**src/rtl/fifo_out_arbiter.sv**
```systemverilog
// Round-robin N:1 arbiter with a registered output stage, merging FWFT FIFO
// outputs onto one valid/ready stream; optional per-source burst hold.
module fifo_out_arbiter #(
  parameter int NUM_INPUTS = 4,
  parameter int DATA_WIDTH = 64,
  parameter int MAX_BURST  = 1
) (
  input  logic                             clk,
  input  logic                             reset,
  input  logic [NUM_INPUTS-1:0]            i__data_in_valid,
  input  logic [NUM_INPUTS*DATA_WIDTH-1:0] ia__data_in,
  output logic [NUM_INPUTS-1:0]            o__data_in_ready,
  output logic                             o__data_out_valid,
  output logic [DATA_WIDTH-1:0]            o__data_out,
  output logic [$clog2(NUM_INPUTS)-1:0]    o__grant_idx,
  input  logic                             i__data_out_ready
);

  localparam int IW = $clog2(NUM_INPUTS);
  localparam int BW = $clog2(MAX_BURST + 1);
  localparam logic [BW-1:0] BURST_MAX = BW'(MAX_BURST);
  localparam logic [IW-1:0] LAST_IDX  = IW'(NUM_INPUTS - 1);

  logic                  out_valid;
  logic [DATA_WIDTH-1:0] out_data;
  logic [IW-1:0]         out_idx;
  logic [IW-1:0]         ptr;
  logic [BW-1:0]         burst_cnt;

  logic                  load_en;
  logic                  has_winner;
  logic [IW-1:0]         winner;
  logic [DATA_WIDTH-1:0] win_data;

  assign load_en = !out_valid || i__data_out_ready;

  always_comb begin
    int unsigned idx;
    idx        = 0;
    has_winner = 1'b0;
    winner     = ptr;
    if (i__data_in_valid[ptr] && burst_cnt != '0 && burst_cnt < BURST_MAX) begin
      has_winner = 1'b1;
    end else begin
      // Scan ptr+1 .. ptr (wrapping), so the last granted source is lowest priority.
      for (int unsigned k = 1; k <= NUM_INPUTS; k++) begin
        idx = (32'(ptr) + k) % NUM_INPUTS;
        if (!has_winner && i__data_in_valid[IW'(idx)]) begin
          has_winner = 1'b1;
          winner     = IW'(idx);
        end
      end
    end

    win_data = '0;
    for (int unsigned k = 0; k < NUM_INPUTS; k++) begin
      if (IW'(k) == winner) win_data = ia__data_in[k*DATA_WIDTH +: DATA_WIDTH];
    end

    o__data_in_ready = '0;
    if (reset && load_en && has_winner) o__data_in_ready[winner] = 1'b1;
  end

  always_ff @(posedge clk) begin
    if (!reset) begin
      out_valid <= 1'b0;
      out_data  <= '0;
      out_idx   <= '0;
      ptr       <= LAST_IDX;
      burst_cnt <= '0;
    end else if (load_en) begin
      if (has_winner) begin
        out_valid <= 1'b1;
        out_data  <= win_data;
        out_idx   <= winner;
        ptr       <= winner;
        // Saturates at MAX_BURST: a lone source streaming past its burst must
        // still yield as soon as another input becomes valid.
        if (winner == ptr && burst_cnt != '0)
          burst_cnt <= (burst_cnt == BURST_MAX) ? burst_cnt : burst_cnt + BW'(1);
        else
          burst_cnt <= BW'(1);
      end else begin
        out_valid <= 1'b0;
        burst_cnt <= '0;
      end
    end
  end

  assign o__data_out_valid = out_valid;
  assign o__data_out       = out_data;
  assign o__grant_idx      = out_idx;

endmodule

```
**config.mk**
```make
export PLATFORM = sky130hd
export DESIGN_NAME = fifo_out_arbiter
export DESIGN_NICKNAME = d
export VERILOG_FILES = /design/src/rtl/fifo_out_arbiter.sv
export SDC_FILE = /design/constraint.sdc
export NUM_CORES = 1
export LEC_CHECK = 0
export BUFFER_PORTS_ARGS = -buffer_cell sky130_fd_sc_hd__buf_2
export CORE_AREA = 2 2 130 132
export DETAILED_ROUTE_END_ITERATION = 10
export DIE_AREA = 0 0 132 134
export GPL_TIMING_DRIVEN = 0
export HOLD_SLACK_MARGIN = 0.08
export PLACE_DENSITY = 0.68
export SETUP_SLACK_MARGIN = 0.15
export SLEW_MARGIN = 15
export SYNTH_ARGS = -nofsm -noshare
export SYNTH_HDL_FRONTEND = slang
export SYNTH_SLANG_ARGS = --single-unit
```
**constraint.sdc**
```tcl
create_clock -name clk -period 2.7 [get_ports clk]
set_input_delay 0.135 -clock clk [delete_from_list [all_inputs] [get_ports clk]]
set_output_delay 0.135 -clock clk [all_outputs]
set_load 0.02 [all_outputs]
```
==> summary.txt <==
R2R cell count = 8
Antenna violations before repair = 0
Worst path max stage delay = 0.37 ns
Critical path's top delay family = compound AO/OA/AOI/OAI gates
DR pass1 iterations = 5
Non-filler instance count after layout = 1052
RSZ-0062 raised after global routing = true
WL final = 18800 um
Area growth, synth to finish = 51.1%
Critical Path Stages = 8
CTS tree = built
CP Launch Type = register
Crit path top cell by count = buf_2
Antenna cells = 0
Critical Path End Type = register
Max-cap violations = 0
Max-slew headroom = 55.7%
DP Worst Slack = -0.0951 ns
Final worst-path cycle share = 89.5%
Detailed router's first-iteration violation count = 255
Hold Path Origin = ia__data_in[105]
Power, Total = 4160 uW
Status = finished, final reports clean
Maximum number of pins on one net before global-route repair = 13
Vias in the first global route = 5309
Mapped Area = 4520 um2
NumNets Final = 1090
Syn avg cell area = 9.39 um2
H-tree depth = 3
Final Worst Setup Slack = 0.283 ns
ANT nets after route = 0
Yosys warns = 0
First-pass GRT wire length = 27900 um
Power Density = 609 nW/um2
Starting density of the core = 27.7%
DR WL/cell = 17.9 um
PortBufs = 333
Clk_lat worst skew = 0.34 ns
Post-synthesis register bit count = 69
Min Tclk post-route = 2.42 ns
Core box area = 16300 um2
Hold path depth = 3
Count of final setup violators = 0
Worst EP arrival = 2.63 ns
Final hold viol count = 0
LEAKAGE = 0.00335 uW
Fillers = 1693
GRT Util Overall = 20.1%
Worst-Margin Slew = 0.658 ns
Max Freq = 414 MHz
Clock sink total = 69
Syn Nets = 744
Clock skew = 0.0121 ns
CTS clk-pin slew, worst paths = 0.06 ns
Worst flop-to-flop path startpoint = ptr[1]$_SDFFE_PN1P_
Number of distinct library cells after synthesis = 28
Min-Delay Path Class = in2reg
# IOs = 334
Max clock buf depth = 2
Placer Congestion = 0.828
Setup CP Type = reg2reg
Hold slack final = 0.130 ns
Slew Limit Fails = 0
Rows = 47
Worst Path Buf+Inv = 3
Critical path's slowest cell = mux2_2
Die Width = 132 um
Routed vias = 5318
Clk root buf = clkbuf_16
Req. time, crit path = 2.92 ns
DR DRC count = 0
Max rail drop VDD = 0.000277 V
Cells after Synth = 481
Drt via density = 5.06
Register area share after synthesis = 30.6%
TritonCTS Buffers = 9
Crit path max fanout = 10
HPWL after detailed placement = 14500 um
Global route total overflow = 0
Die area = 17700 um2
R2r endpoint = o__data_out[12]$_SDFFE_PN0P_
Share of cells above drive strength 1 = 52.6%
Worst Hold Path EP = o__data_out[41]$_SDFFE_PN0P_
Placed insts = 1034
DIE HEIGHT = 134 um
Reg2reg setup slack = 0.28 ns
Critical-path cell list = buf_2 > nand2b_1 > a21oi_1 > a311oi_4 > buf_4 > buf_2 > mux2_2 > a221o_1
-- layout by cell type, fill, tap and decap left out, types with 4 or more instances in the layout --
master     count
nor2b_1        5
dfxtp_1       69
nand2b_1       4
mux2i_1       66
nand3_1      127
buf_1          4
a221o_1       63
clkbuf_1      31
nand2_1        4
nor2_1         5
clkbuf_16      9
buf_2        341
mux2_2        63
buf_6          7
-- registers in the layout (all words and copies together) (netlist names) --
signal             cells
o__data_out_valid      1
o__data_out           64
o__grant_idx           2
ptr                    2
-- metal layers --
metal / part of all wire, % / routed length [um] / GRT usage (%)
met5: 0 / 0 / 0
met4: 2.6 / 479 / 8.57
met3: 6.9 / 1300 / 4.31
met2: 50 / 9320 / 35.8
met1: 41 / 7680 / 23.5
-- what timing repair did --
| action | in CTS | in global routing |
|---|---|---|
| setup endpoints to repair | 69 | 13 |
| gates resized for setup | 6 | 7 |
| buffers inserted | 1 | 0 |
| endpoints found under the hold margin | 2 | 0 |
| pin swaps | 1 | 0 |
| hold buffers | 1 | 0 |
-- cells in the mapped netlist --
cell type  instances  area (um2)
a21oi_1            2        10.0
nor4_1             1        6.26
nand2b_1           4        25.0
inv_1              1        3.75
mux2i_1           66         661
a21boi_0           1        7.51
nand3b_1           1        7.51
clkbuf_1          35         131
buf_6              6        67.6
o221ai_1           1        8.76
a31oi_1            1        6.26
nand3_1          127         636
buf_1              5        18.8
and2_1             1        6.26
dfxtp_1           69        1380
nor3_1             1        5.00
nand2_1            4        15.0
and3_1             1        6.26
buf_4              2        15.0
nor3b_1            1        7.51
a221o_1           63         631
mux2_2            63         709
nor2b_1            5        31.3
nor2_1             5        18.8
o21ai_0            3        15.0
buf_2              9        45.0
a311oi_4           1        26.3
a21o_1             2        15.0
-- where the power goes --
part | switching (uW) | internal [uW]
combinational | 905 | 713
sequential | 95.9 | 1190
clock | 484 | 766
total | 1480 | 2670
-- layout make-up --
type	count	area, um2	share of cell area, %
flip-flops and latches	69	1380	20.2
repair buffers	335	1680	24.7
clock buffers	11	253	3.70
multi-input cells	354	2870	42.1
inverters	1	3.75	0.0550
well taps	220	275	4.03
clock inverters	5	58.8	0.862
plain buffers	57	295	4.33
-- worst max-delay path by stage --
stage                   startpoint                           end
5_1_grt        ptr[1]$_SDFFE_PN1P_  o__data_out[12]$_SDFFE_PN0P_
6_report       ptr[1]$_SDFFE_PN1P_  o__data_out[12]$_SDFFE_PN0P_
2_1_floorplan  ptr[1]$_SDFFE_PN1P_  o__data_out[43]$_SDFFE_PN0P_
3_5_place_dp   ptr[1]$_SDFFE_PN1P_  o__data_out[32]$_SDFFE_PN0P_
3_3_place_gp   ptr[1]$_SDFFE_PN1P_  o__data_out[45]$_SDFFE_PN0P_
4_1_cts        ptr[1]$_SDFFE_PN1P_           o__data_in_ready[3]
-- through the flow --
stage	area (um2)	utilization [%]	setup TNS, ns
2_1_floorplan	4520	-	0
3_3_place_gp	6460	39.6	-0.230
3_5_place_dp	6460	39.6	-0.265
4_1_cts	6800	41.7	0
5_1_grt	6830	41.9	0
6_report	6830	41.9	0
-- kinds of logic after synthesis --
| logic type | Yosys count | synth area share [%] |
|---|---|---|
| mux | 129 | 30.3 |
| buf+inv | 58 | 6.23 |
| flops | 69 | 30.6 |
| compound gates | 74 | 15.9 |
| simple gates | 151 | 16.9 |
-- worst min-delay path: cells and delay by family --
| kind | cells | cell delay, ns |
|---|---|---|
| multiplexers | 1 | 0.06 |
| AO/OA/AOI/OAI | 1 | 0.16 |
| buffers and inverters | 1 | 0.07 |
No activity file was read; power rests on OpenSTA's default activity.
